[src/rtl/cmd_credit_arbiter_n_pkg.sv]
// Shared AFU command-arbitration constants: channel ordering, default sizes and arbitration mode type.
package cmd_credit_arbiter_n_pkg;

    localparam int unsigned NUM_CMD_CH_GLOBAL = 6;
    localparam int unsigned ARB_STARVE_LIMIT  = 48;

    // Channel indices follow the legacy PRIORITY_* ordering, highest priority first.
    localparam int unsigned CH_RESTART        = 0;
    localparam int unsigned CH_WED            = 1;
    localparam int unsigned CH_WRITE          = 2;
    localparam int unsigned CH_READ           = 3;
    localparam int unsigned CH_PREFETCH_WRITE = 4;
    localparam int unsigned CH_PREFETCH_READ  = 5;

    typedef enum logic {
        ARB_FIXED = 1'b0,
        ARB_RR    = 1'b1
    } arb_mode_t;

endpackage

[src/rtl/cmd_credit_arbiter_n_credit_pool.sv]
// Saturating up/down credit counter; flags a return that arrives while the pool is already full.
module cmd_credit_arbiter_n_credit_pool
    import cmd_credit_arbiter_n_pkg::*;
#(
    parameter  int unsigned MAX_CREDITS = 32,
    localparam int unsigned CNT_W       = $clog2(MAX_CREDITS + 1)
) (
    input  logic             clock_i,
    input  logic             rst_i,
    input  logic             take_i,
    input  logic             give_i,
    output logic [CNT_W-1:0] count_o,
    output logic             overflow_c_o
);

    localparam logic [CNT_W-1:0] FULL = CNT_W'(MAX_CREDITS);

    logic [CNT_W-1:0] count_q;
    logic [CNT_W-1:0] count_d;

    always_comb begin
        count_d = count_q;
        if (take_i && !give_i) begin
            count_d = count_q - CNT_W'(1);
        end else if (give_i && !take_i && (count_q != FULL)) begin
            count_d = count_q + CNT_W'(1);
        end
    end

    always_ff @(posedge clock_i) begin
        if (rst_i) begin
            count_q <= FULL;
        end else begin
            count_q <= count_d;
        end
    end

    assign count_o      = count_q;
    assign overflow_c_o = give_i && (count_q == FULL);

endmodule

[src/rtl/cmd_credit_arbiter_n.sv]
// Credit-gated command arbiter: NUM_CH requesters onto one PSL command port with
// fixed-priority or round-robin selection and starvation promotion.
module cmd_credit_arbiter_n
    import cmd_credit_arbiter_n_pkg::*;
#(
    parameter int unsigned NUM_CH        = NUM_CMD_CH_GLOBAL,
    parameter int unsigned CREDITS_READ  = 32,
    parameter int unsigned CREDITS_WRITE = 32,
    parameter int unsigned AGE_W         = 6,
    parameter int unsigned STARVE_LIMIT  = ARB_STARVE_LIMIT
) (
    input  logic                                clock_i,
    input  logic                                rst_i,
    input  logic                                enable_i,
    input  logic                                arb_mode_i,
    input  logic [NUM_CH-1:0]                   req_valid_i,
    input  logic [NUM_CH-1:0]                   req_is_write_i,
    output logic [NUM_CH-1:0]                   grant_o,
    output logic                                cmd_valid_o,
    output logic [$clog2(NUM_CH)-1:0]           cmd_ch_o,
    output logic                                cmd_is_write_o,
    input  logic                                rsp_valid_i,
    input  logic                                rsp_is_write_i,
    output logic [$clog2(CREDITS_READ+1)-1:0]   credits_read_avail_o,
    output logic [$clog2(CREDITS_WRITE+1)-1:0]  credits_write_avail_o,
    output logic                                credit_error_o
);

    localparam int unsigned      CH_W    = $clog2(NUM_CH);
    localparam logic [AGE_W-1:0] AGE_MAX = AGE_W'(STARVE_LIMIT);

    if (CREDITS_READ + CREDITS_WRITE > 64) begin : g_credit_budget
        $error("CREDITS_READ + CREDITS_WRITE must not exceed 64");
    end
    if (STARVE_LIMIT >= (1 << AGE_W)) begin : g_age_range
        $error("STARVE_LIMIT must fit in AGE_W bits");
    end

    logic [NUM_CH-1:0] req_q;
    logic [NUM_CH-1:0] isw_q;
    logic              en_q;
    arb_mode_t         mode_q;
    logic [NUM_CH-1:0] grant_q;
    logic              cmd_valid_q;
    logic [CH_W-1:0]   cmd_ch_q;
    logic              cmd_is_write_q;
    logic              credit_error_q;
    logic [CH_W-1:0]   rr_q;
    logic [CH_W-1:0]   rr_d;
    logic [AGE_W-1:0]  age_q [NUM_CH];
    logic [AGE_W-1:0]  age_d [NUM_CH];

    logic [NUM_CH-1:0] elig_c;
    logic [NUM_CH-1:0] urgent_c;
    logic [NUM_CH-1:0] rot_c;
    logic [NUM_CH-1:0] grant_d;
    logic [CH_W-1:0]   win_c;
    logic              win_found_c;
    logic              issue_rd_c;
    logic              issue_wr_c;
    logic              ovf_rd_c;
    logic              ovf_wr_c;
    logic [$clog2(CREDITS_READ+1)-1:0]  cnt_rd;
    logic [$clog2(CREDITS_WRITE+1)-1:0] cnt_wr;

    // Eligibility from registered state only; last cycle's winner is masked.
    always_comb begin
        elig_c   = '0;
        urgent_c = '0;
        for (int i = 0; i < NUM_CH; i++) begin
            elig_c[i]   = en_q && req_q[i] && !grant_q[i]
                          && (isw_q[i] ? (cnt_wr != '0) : (cnt_rd != '0));
            urgent_c[i] = elig_c[i] && (age_q[i] == AGE_MAX);
        end
    end

    always_comb begin
        win_c = '0;
        rot_c = NUM_CH'({elig_c, elig_c} >> rr_q);
        if (|urgent_c) begin
            for (int i = NUM_CH - 1; i >= 0; i--) begin
                if (urgent_c[i]) win_c = CH_W'(i);
            end
        end else if (mode_q == ARB_FIXED) begin
            for (int i = NUM_CH - 1; i >= 0; i--) begin
                if (elig_c[i]) win_c = CH_W'(i);
            end
        end else begin
            // rot_c[k] is channel (rr_q + k) mod NUM_CH; smallest k wins.
            for (int k = NUM_CH - 1; k >= 0; k--) begin
                if (rot_c[k]) win_c = CH_W'((int'(rr_q) + k) % NUM_CH);
            end
        end
        win_found_c = |elig_c;
        grant_d     = win_found_c ? (NUM_CH'(1) << win_c) : '0;
        issue_wr_c  = |(grant_d & isw_q);
        issue_rd_c  = |(grant_d & ~isw_q);
        rr_d        = rr_q;
        if (win_found_c) begin
            rr_d = (win_c == CH_W'(NUM_CH - 1)) ? '0 : win_c + CH_W'(1);
        end
    end

    always_comb begin
        for (int i = 0; i < NUM_CH; i++) begin
            age_d[i] = age_q[i];
            if (en_q) begin
                if (!req_q[i] || grant_d[i]) begin
                    age_d[i] = '0;
                end else if (age_q[i] != AGE_MAX) begin
                    age_d[i] = age_q[i] + AGE_W'(1);
                end
            end
        end
    end

    always_ff @(posedge clock_i) begin
        if (rst_i) begin
            req_q          <= '0;
            isw_q          <= '0;
            en_q           <= 1'b0;
            mode_q         <= ARB_FIXED;
            grant_q        <= '0;
            cmd_valid_q    <= 1'b0;
            cmd_ch_q       <= '0;
            cmd_is_write_q <= 1'b0;
            credit_error_q <= 1'b0;
            rr_q           <= '0;
            for (int i = 0; i < NUM_CH; i++) age_q[i] <= '0;
        end else begin
            req_q          <= req_valid_i;
            isw_q          <= req_is_write_i;
            en_q           <= enable_i;
            mode_q         <= arb_mode_t'(arb_mode_i);
            grant_q        <= grant_d;
            cmd_valid_q    <= win_found_c;
            credit_error_q <= credit_error_q | ovf_rd_c | ovf_wr_c;
            rr_q           <= rr_d;
            if (win_found_c) begin
                cmd_ch_q       <= win_c;
                cmd_is_write_q <= issue_wr_c;
            end
            for (int i = 0; i < NUM_CH; i++) age_q[i] <= age_d[i];
        end
    end

    cmd_credit_arbiter_n_credit_pool #(.MAX_CREDITS(CREDITS_READ)) u_pool_rd (
        .clock_i      (clock_i),
        .rst_i        (rst_i),
        .take_i       (issue_rd_c),
        .give_i       (rsp_valid_i && !rsp_is_write_i),
        .count_o      (cnt_rd),
        .overflow_c_o (ovf_rd_c)
    );

    cmd_credit_arbiter_n_credit_pool #(.MAX_CREDITS(CREDITS_WRITE)) u_pool_wr (
        .clock_i      (clock_i),
        .rst_i        (rst_i),
        .take_i       (issue_wr_c),
        .give_i       (rsp_valid_i && rsp_is_write_i),
        .count_o      (cnt_wr),
        .overflow_c_o (ovf_wr_c)
    );

    assign grant_o               = grant_q;
    assign cmd_valid_o           = cmd_valid_q;
    assign cmd_ch_o              = cmd_ch_q;
    assign cmd_is_write_o        = cmd_is_write_q;
    assign credits_read_avail_o  = cnt_rd;
    assign credits_write_avail_o = cnt_wr;
    assign credit_error_o        = credit_error_q;

endmodule

[config.mk]
export PLATFORM = sky130hd
export DESIGN_NAME = cmd_credit_arbiter_n
export DESIGN_NICKNAME = d
export VERILOG_FILES = /design/src/rtl/cmd_credit_arbiter_n_pkg.sv /design/src/rtl/cmd_credit_arbiter_n_credit_pool.sv /design/src/rtl/cmd_credit_arbiter_n.sv
export SDC_FILE = /design/constraint.sdc
export NUM_CORES = 1
export LEC_CHECK = 0
export BUFFER_PORTS_ARGS = -buffer_cell sky130_fd_sc_hd__buf_2
export CAP_MARGIN = 10
export CORE_ASPECT_RATIO = 1.25
export CORE_MARGIN = 2
export CORE_UTILIZATION = 65
export CTS_CLUSTER_SIZE = 12
export DETAILED_ROUTE_END_ITERATION = 12
export PLACE_DENSITY = 0.85
export SKIP_LAST_GASP = 1
export SLEW_MARGIN = 25
export SYNTH_ARGS = -nofsm -noshare
export SYNTH_HDL_FRONTEND = slang
export SYNTH_SLANG_ARGS = --single-unit
[constraint.sdc]
create_clock -name clock_i -period 8.87 [get_ports clock_i]
set_input_delay 0 -clock clock_i [delete_from_list [all_inputs] [get_ports clock_i]]
set_output_delay 0 -clock clock_i [all_outputs]
set_load 0.1 [all_outputs]
# [Word level (Yosys, flattened, before mapping)]
# Memories as Yosys holds them, arrays and structs flattened.
# Index checks and enable logic that the tools add are counted.
[totals] regBits=41 latch_bits=0 ram_bits=36 mem_bits_ro=0 out_inout_bits=24 elab_cells=189 mem_count=1
[classes] n_addsub=16 n_mul=0 div=6 n_lt_le_gt_ge=0 eq_ne=17 shift=2 muxes=59 bitwise_logic=11 reduce_logical=65
[mem_list] memory="age_q" words=6 word_bits=6 rd=6 rd_clocked_by_memory_dff=0 write_ports=6 line_no="cmd_credit_arbiter_n.sv:50" source="logic [AGE_W-1:0] age_q [NUM_CH];"
[op_table] operator="6-bit 2-to-1 mux" n=29
[op_table] operator="32-bit by 3-bit modulo with 32-bit output (second input constant)" n=5
[op_table] operator="3-bit 2-to-1 mux" n=21
[op_table] operator="6-bit by 1-bit adder with 6-bit output (second input constant)" n=8
[op_table] operator="6-bit == test (second input constant)" n=8
[op_table] operator="6-bit != test (second input constant)" n=8
[op_table] operator="1-bit logical AND" n=34
[op_table] operator="3-bit by 3-bit modulo with 32-bit output (second input constant)" n=1
[op_table] operator="6-bit OR reduction" n=4
[op_table] operator="1-bit zero test" n=17
[op_table] operator="6-bit AND" n=2
[op_table] operator="6-bit nonzero test" n=2
[op_table] operator="12-bit by 3-bit >> shifter with 6-bit output" n=1
[op_table] operator="6-bit by 1-bit subtractor with 6-bit output (second input constant)" n=2
[op_table] operator="1-bit 2-to-1 mux" n=9
[op_table] operator="3-bit by 2-bit adder with 4-bit output (second input constant)" n=2
[op_table] operator="3-bit by 3-bit adder with 4-bit output (second input constant)" n=2
[op_table] operator="1-bit OR" n=8
[op_table] operator="1-bit logical OR" n=6
[op_table] operator="6-bit inverter" n=1
[op_table] operator="1-bit by 3-bit left shift with 6-bit output (first input constant)" n=1
[op_table] operator="3-bit by 1-bit adder with 4-bit output (second input constant)" n=1
[op_table] operator="2-bit nonzero test" n=2
[op_table] operator="3-bit by 1-bit adder with 3-bit output (second input constant)" n=1
[op_table] operator="3-bit == test (second input constant)" n=1

# [Depth between registers and ports, before layout]
[depth] word_depth=21 mapped_depth=32 depth_no_buf=30

# [Hierarchy]
# Synthesis repeated with hierarchy kept, for this count alone.
[unflattened] hier_cells=660 area_unflattened_um2=5355.1
[by_module_without_submodules] module="cmd_credit_arbiter_n" instances=1 cells_per_inst=558 area_each_um2=4469.3
[by_module_without_submodules] module="cmd_credit_arbiter_n_credit_pool" instances=2 cells_per_inst=51 area_each_um2=442.9

# [Worst setup path before layout]
# No wires, ideal clock.
[synth_timing] path_kind="register to register" startpoint="register u_pool_wr.count_q[1] (netlist: u_pool_wr.count_o[1])" endpoint="register u_pool_wr.count_q[5] (netlist: u_pool_wr.count_o[5])" arrival_ns=5.653 path_slack_ns=3.145 stages_incl_launch_ff=25 path_buffers=0 period_less_slack_ns=5.725 path_cell_list="dfxtp_1 -> nor2_1 -> a211oi_2 -> o21ai_2 -> a311o_1 -> o211ai_2 -> nor4_1 -> o31a_1 -> a311o_1 -> inv_1 -> ha_1 -> inv_1 -> a21oi_1 -> a222oi_1 -> o21ai_2 -> inv_1 -> a21oi_1 -> ha_1 -> a21o_1 -> a21oi_1 -> nor2b_1 -> o21ai_0 -> nand3_1 -> mux2i_1 -> mux2i_1"
[synth_between] elab_chain_cells=20
[synth_lines] item="start: declaration" line_no="cmd_credit_arbiter_n_credit_pool.sv:18" source="logic [CNT_W-1:0] count_q;"
[synth_lines] item="start signal: assignment" line_no="cmd_credit_arbiter_n_credit_pool.sv:34" source="count_q <= count_d;"
[synth_lines] item="6-bit nonzero test (*)" line_no="cmd_credit_arbiter_n.sv:72" source="&& (isw_q[i] ? (cnt_wr != '0) : (cnt_rd != '0));"
[synth_lines] item="1-bit 2-to-1 mux" line_no="cmd_credit_arbiter_n.sv:72"
[synth_lines] item="1-bit logical AND" line_no="cmd_credit_arbiter_n.sv:72"
[synth_lines] item="12-bit by 3-bit >> shifter with 6-bit output" line_no="cmd_credit_arbiter_n.sv:79" source="rot_c = NUM_CH'({elig_c, elig_c} >> rr_q);"
[synth_lines] item="3-bit 2-to-1 mux (6 in series)" line_no="cmd_credit_arbiter_n.sv:91" source="if (rot_c[k]) win_c = CH_W'((int'(rr_q) + k) % NUM_CH);"
[synth_lines] item="3-bit 2-to-1 mux" line_no="cmd_credit_arbiter_n.sv:84" source="end else if (mode_q == ARB_FIXED) begin"
[synth_lines] item="3-bit 2-to-1 mux (*)" line_no="cmd_credit_arbiter_n.sv:80" source="if (|urgent_c) begin"
[synth_lines] item="net win_c[0]" line_no="cmd_credit_arbiter_n.sv:57" source="logic [CH_W-1:0] win_c;"
[synth_lines] item="1-bit by 3-bit left shift with 6-bit output (*)" line_no="cmd_credit_arbiter_n.sv:95" source="grant_d = win_found_c ? (NUM_CH'(1) << win_c) : '0;"
[synth_lines] item="6-bit 2-to-1 mux (*)" line_no="cmd_credit_arbiter_n.sv:95"
[synth_lines] item="6-bit AND (*)" line_no="cmd_credit_arbiter_n.sv:96" source="issue_wr_c = |(grant_d & isw_q);"
[synth_lines] item="6-bit OR reduction (*)" line_no="cmd_credit_arbiter_n.sv:96"
[synth_lines] item="1-bit zero test" line_no="cmd_credit_arbiter_n_credit_pool.sv:25" source="end else if (give_i && !take_i && (count_q != FULL)) begin"
[synth_lines] item="1-bit logical AND (2 in series)" line_no="cmd_credit_arbiter_n_credit_pool.sv:25"
[synth_lines] item="2-bit nonzero test (no source line)"
# Mark *: on every way through the listed nets, which the timed path passes. The rest lies on a longest branch. The select of a mux whose other input is x is not followed.
# A chain may end at the register's enable or synchronous reset.

# [Final worst setup path]
[layout_timing] startpoint="register rr_q[1]" endpoint="register u_pool_wr.count_q[5] (netlist: u_pool_wr.count_o[5])"
[layout_between] elab_chain_cells=18
[layout_lines] item="start: declaration" line_no="cmd_credit_arbiter_n.sv:48" source="logic [CH_W-1:0] rr_q;"
[layout_lines] item="start signal: assignment" line_no="cmd_credit_arbiter_n.sv:138" source="rr_q <= rr_d;"
[layout_lines] item="3-bit by 3-bit adder with 4-bit output" line_no="cmd_credit_arbiter_n.sv:91"
[layout_lines] item="32-bit by 3-bit modulo with 32-bit output" line_no="cmd_credit_arbiter_n.sv:91"
[layout_lines] item="3-bit 2-to-1 mux (5 in series)" line_no="cmd_credit_arbiter_n.sv:91"
[layout_lines] item="3-bit 2-to-1 mux (*)" line_no="cmd_credit_arbiter_n.sv:91"
[layout_lines] item="3-bit 2-to-1 mux (*)" line_no="cmd_credit_arbiter_n.sv:84"
[layout_lines] item="3-bit 2-to-1 mux (*)" line_no="cmd_credit_arbiter_n.sv:80"
[layout_lines] item="1-bit by 3-bit left shift with 6-bit output (*)" line_no="cmd_credit_arbiter_n.sv:95"
[layout_lines] item="6-bit 2-to-1 mux (*)" line_no="cmd_credit_arbiter_n.sv:95"
[layout_lines] item="6-bit AND (*)" line_no="cmd_credit_arbiter_n.sv:96"
[layout_lines] item="6-bit OR reduction (*)" line_no="cmd_credit_arbiter_n.sv:96"
[layout_lines] item="1-bit zero test" line_no="cmd_credit_arbiter_n_credit_pool.sv:25"
[layout_lines] item="1-bit logical AND (2 in series)" line_no="cmd_credit_arbiter_n_credit_pool.sv:25"
[layout_lines] item="2-bit nonzero test (no source line)"
# Every way passes the cells marked *; elsewhere a longest branch is shown, timed or not.

==> flow_summary.yaml <==
hold_path:
  hold_path_startpoint: "rsp_is_write_i"
  hold_class: "in -> reg"
sta:
  setup_total_negative_slack_ns: 0
  layout_worst_path_cycle_share_pct: 78.9
  finalSetupViolCount: 0
  max_slew_violations: 0
  relative_slew_margins_pct: 38.2
  clock.fmax_mhz: 143
  grt_setup_unrepaired: "no"
  hold_viol: 0
  max_slew.worst_pin.slew_ns: 0.925
  layout_min_cycle_time_ns: 7.00
  clock_skew_ns: 0.0148
logic_synthesis:
  synthCells: 696
  synth_xor_area_share_pct: 4.80
  post-synth-top-area-cell: "sky130_fd_sc_hd__dfxtp_1"
  post-synth-top-count-cell: "sky130_fd_sc_hd__dfxtp_1"
  synth.cells.most_frequent: "sky130_fd_sc_hd__dfxtp_1, sky130_fd_sc_hd__nor2_1, sky130_fd_sc_hd__nand2_1"
  sequential_fraction_of_the_synthesis_area_pct: 27.2
  number_of_flops_mapped_to_enable_cells_by_yosys: 0
  yosys.area_share.simple_pct: 28.2
  synth_compound_area_share_pct: 20.5
  postSynthNetCount: 753
  yosys_register_bits: 77
  synth.area.top_cells: "sky130_fd_sc_hd__dfxtp_1, sky130_fd_sc_hd__ha_1, sky130_fd_sc_hd__nor2_1"
  synth.lib_cells_used.distinct: 86
  async_flop_share_pct: 0
  dominant_combinational_cell_family_by_area_after_synthesis: "simple AND/OR/NAND/NOR gates"
  muxShareOfSynthArea_pct: 5.37
  postSynthAreaPerCell_um2: 8.13
  synth_area_um2: 5660
  ys_dominant_reg_cell: "sky130_fd_sc_hd__dfxtp_1"
  synth.top_cell.area_share_pct: 27.2
  number_of_warnings_issued_by_yosys: 0
  synth-adder-area-share_pct: 8.88
setup_path:
  endpoint_kind: "register"
  worst_setup_path_start_kind: "register"
  cp.buffers_inverters: 4
  cp.required_ns: 9.18
  critical_path_class: "reg -> reg"
  critPathLaunch: "rr_q[1]$_SDFFE_PP0N_"
  path_common_cell: "sky130_fd_sc_hd__a21oi_1"
  critical_path_maximum_fanout: 24
  critical-path-top-delay-family: "compound AO/OA/AOI/OAI gates"
  slowest_stage: "sky130_fd_sc_hd__dfxtp_1"
  rr_startpoint: "rr_q[1]$_SDFFE_PP0N_"
  max_stage_delay_ns: 0.94
  worst-endpoint-arrival_ns: 7.30
route:
  antenna_violating_nets_post_route: 0
  drt_drc_violations_left: 0
  drtPass1Iterations: 8
  routedWlPerCell_um: 17.7
  top_layer_used: "met4"
  num_vias: 5507
  route.detailed.vias_per_inst: 6.52
  wl_met2_um: 7410
  routed_wl_um: 15000
  route.layer.met1.wl_um: 5960
  met3RoutedLength_um: 902
  drt-initial-drc-count: 410
clock_network:
  root_buffer: "sky130_fd_sc_hd__clkbuf_8"
  post_cts_setup_buffer_count: 0
  clock_insertion_delay_worst_skew_ns: 0.38
  max_buffers_root_to_sink: 2
  cts-buffers-inserted: 9
  clkSinkCount: 77
  h_tree_level_count: 3
  clock_edge_transition_at_the_registers_on_the_reported_setup_and_hold_paths_ns: 0.10
  clock_tree_from_tritoncts: "done"
run:
  maxCapViolCount: 0
global_route:
  grt.overflow.total: 0
  grt_antenna_before_repair: 0
  via_count_of_the_first_global_routing_pass: 5214
  grt_pass1_wl_um: 24100
  largest_net_degree_at_the_start_of_global_routing: 63
  globalRouteTotalUtil_pct: 31.9
placed_design:
  dpl_cell_area_um2: 5900
  place.port_buffers: 41
  dp.final_hpwl_um: 10800
  routability_driven_placement_congestion_ratio: 0.947
  numPlacedInstances: 814
finish:
  area_growth_syn_to_layout_pct: 10.4
  fin_cells: 845
  finalNetCount: 797
  final_design_area_no_fill_um2: 6250
  antenna_cells_inserted: 0
  final_layout_size_suffix_gt1_share_pct: 14.0
  fillCellCount: 615
  postLayoutCoreUtil_pct: 73.0
power_and_ir_drop:
  total_power_mw: 1.20
  power.ir.vdd_worst_uv: 193
  p_per_area_nw_per_um2: 192
  leakage_nw: 2.65
floorplan:
  design.core.area_um2: 8560
  die_w_um: 87.5
  placementRows: 38
  floorplan.die.height_um: 108
  start_util_pct: 66.2
  io_pins: 42
  design.die.area_um2: 9480
status:
  status: "complete, no violations"
==> layer usage <==
layer / track usage [%] / vias to the layer above
li1: - / 2593
met1: 37.5 / 2604
met2: 54.4 / 241
met3: 5.73 / 69
met4: 17.3 / 0
met5: 0 / -
==> worst reg2reg max path: cells and delay by family (launching register included) <==
family	cells	cell delay (ns)
flops	1	0.94
compound gates	11	2.74
fa+ha+maj	4	1.34
simple gates	6	0.65
mux	2	0.36
buf+inv	4	0.90
==> through the flow <==
stage	hold slack [ns]	setup slack, ns
6_report	0.132	1.87
5_1_grt	0.219	1.28
4_1_cts	0.105	2.03
3_5_place_dp	0.221	2.04
3_3_place_gp	0.218	2.52
2_1_floorplan	0.128	3.14
==> area by class of cell <==
class	count	area [um^2]	area share [%]
multi-input cells	548	3840	61.4
flip-flops and latches	77	1540	24.7
repair buffers	59	378	6.05
inverters	45	169	2.70
clock buffers	10	128	2.04
well taps	100	125	2.00
clock inverters	6	71.3	1.14
==> layout by cell type (no fill, tap or decap), types with 12 or more instances in the layout <==
master	n
sky130_fd_sc_hd__nand4_1	20
sky130_fd_sc_hd__and2_1	14
sky130_fd_sc_hd__a21oi_1	38
sky130_fd_sc_hd__dfxtp_1	77
sky130_fd_sc_hd__buf_2	41
sky130_fd_sc_hd__nor2b_1	30
sky130_fd_sc_hd__nor3_1	17
sky130_fd_sc_hd__xor2_1	19
sky130_fd_sc_hd__o21ai_0	29
sky130_fd_sc_hd__nand2_1	57
sky130_fd_sc_hd__ha_1	37
sky130_fd_sc_hd__nand3_1	21
sky130_fd_sc_hd__nor2_1	74
sky130_fd_sc_hd__inv_1	44
sky130_fd_sc_hd__xnor2_1	12
sky130_fd_sc_hd__dlygate4sd3_1	15
==> report_power, final <==
| group | internal (mW) | leakage [nW] | total, mW | switching (mW) |
|---|---|---|---|---|
| Clock | 0.133 | 0.0988 | 0.279 | 0.146 |
| Combinational | 0.163 | 1.93 | 0.502 | 0.339 |
| Sequential | 0.370 | 0.628 | 0.417 | 0.0476 |
==> registers in the layout, summed over array words and instances, names as in the netlist, 3 cells and up <==
| signal | cells |
|---|---|
| u_pool_wr.count_o | 6 |
| age_q | 36 |
| grant_o | 6 |
| cmd_ch_o | 3 |
| rr_q | 3 |
| isw_q | 6 |
| u_pool_rd.count_o | 6 |
| req_q | 6 |
==> final timing paths <==
kind	to	slack, ns	cells after the start
max	u_pool_wr.count_o[5]$_SDFFE_PP1P_	1.87	27
min	credit_error_o$_SDFF_PP0_	0.13	5
max reg2reg	u_pool_wr.count_o[5]$_SDFFE_PP1P_	1.87	27
min reg2reg	cmd_is_write_o$_SDFFE_PP0N_	0.48	2
==> timing repair <==
action,in CTS,in global routing
resized for setup,0,0
setup endpoints to repair,0,0
endpoints found under the hold margin,15,0
hold buffers,15,0
==> logic make-up (layout without fill, tap and decap cells) <==
kind of cell	after synthesis	count (layout)
multiplexers	23	23
AND/OR/NAND/NOR	293	293
flip-flops	77	77
AO/OA/AOI/OAI	162	162
XOR/XNOR	31	31
adder cells (fa/ha/maj)	39	39
buffers and inverters	71	120
No activity file was read; power rests on OpenSTA's default activity.
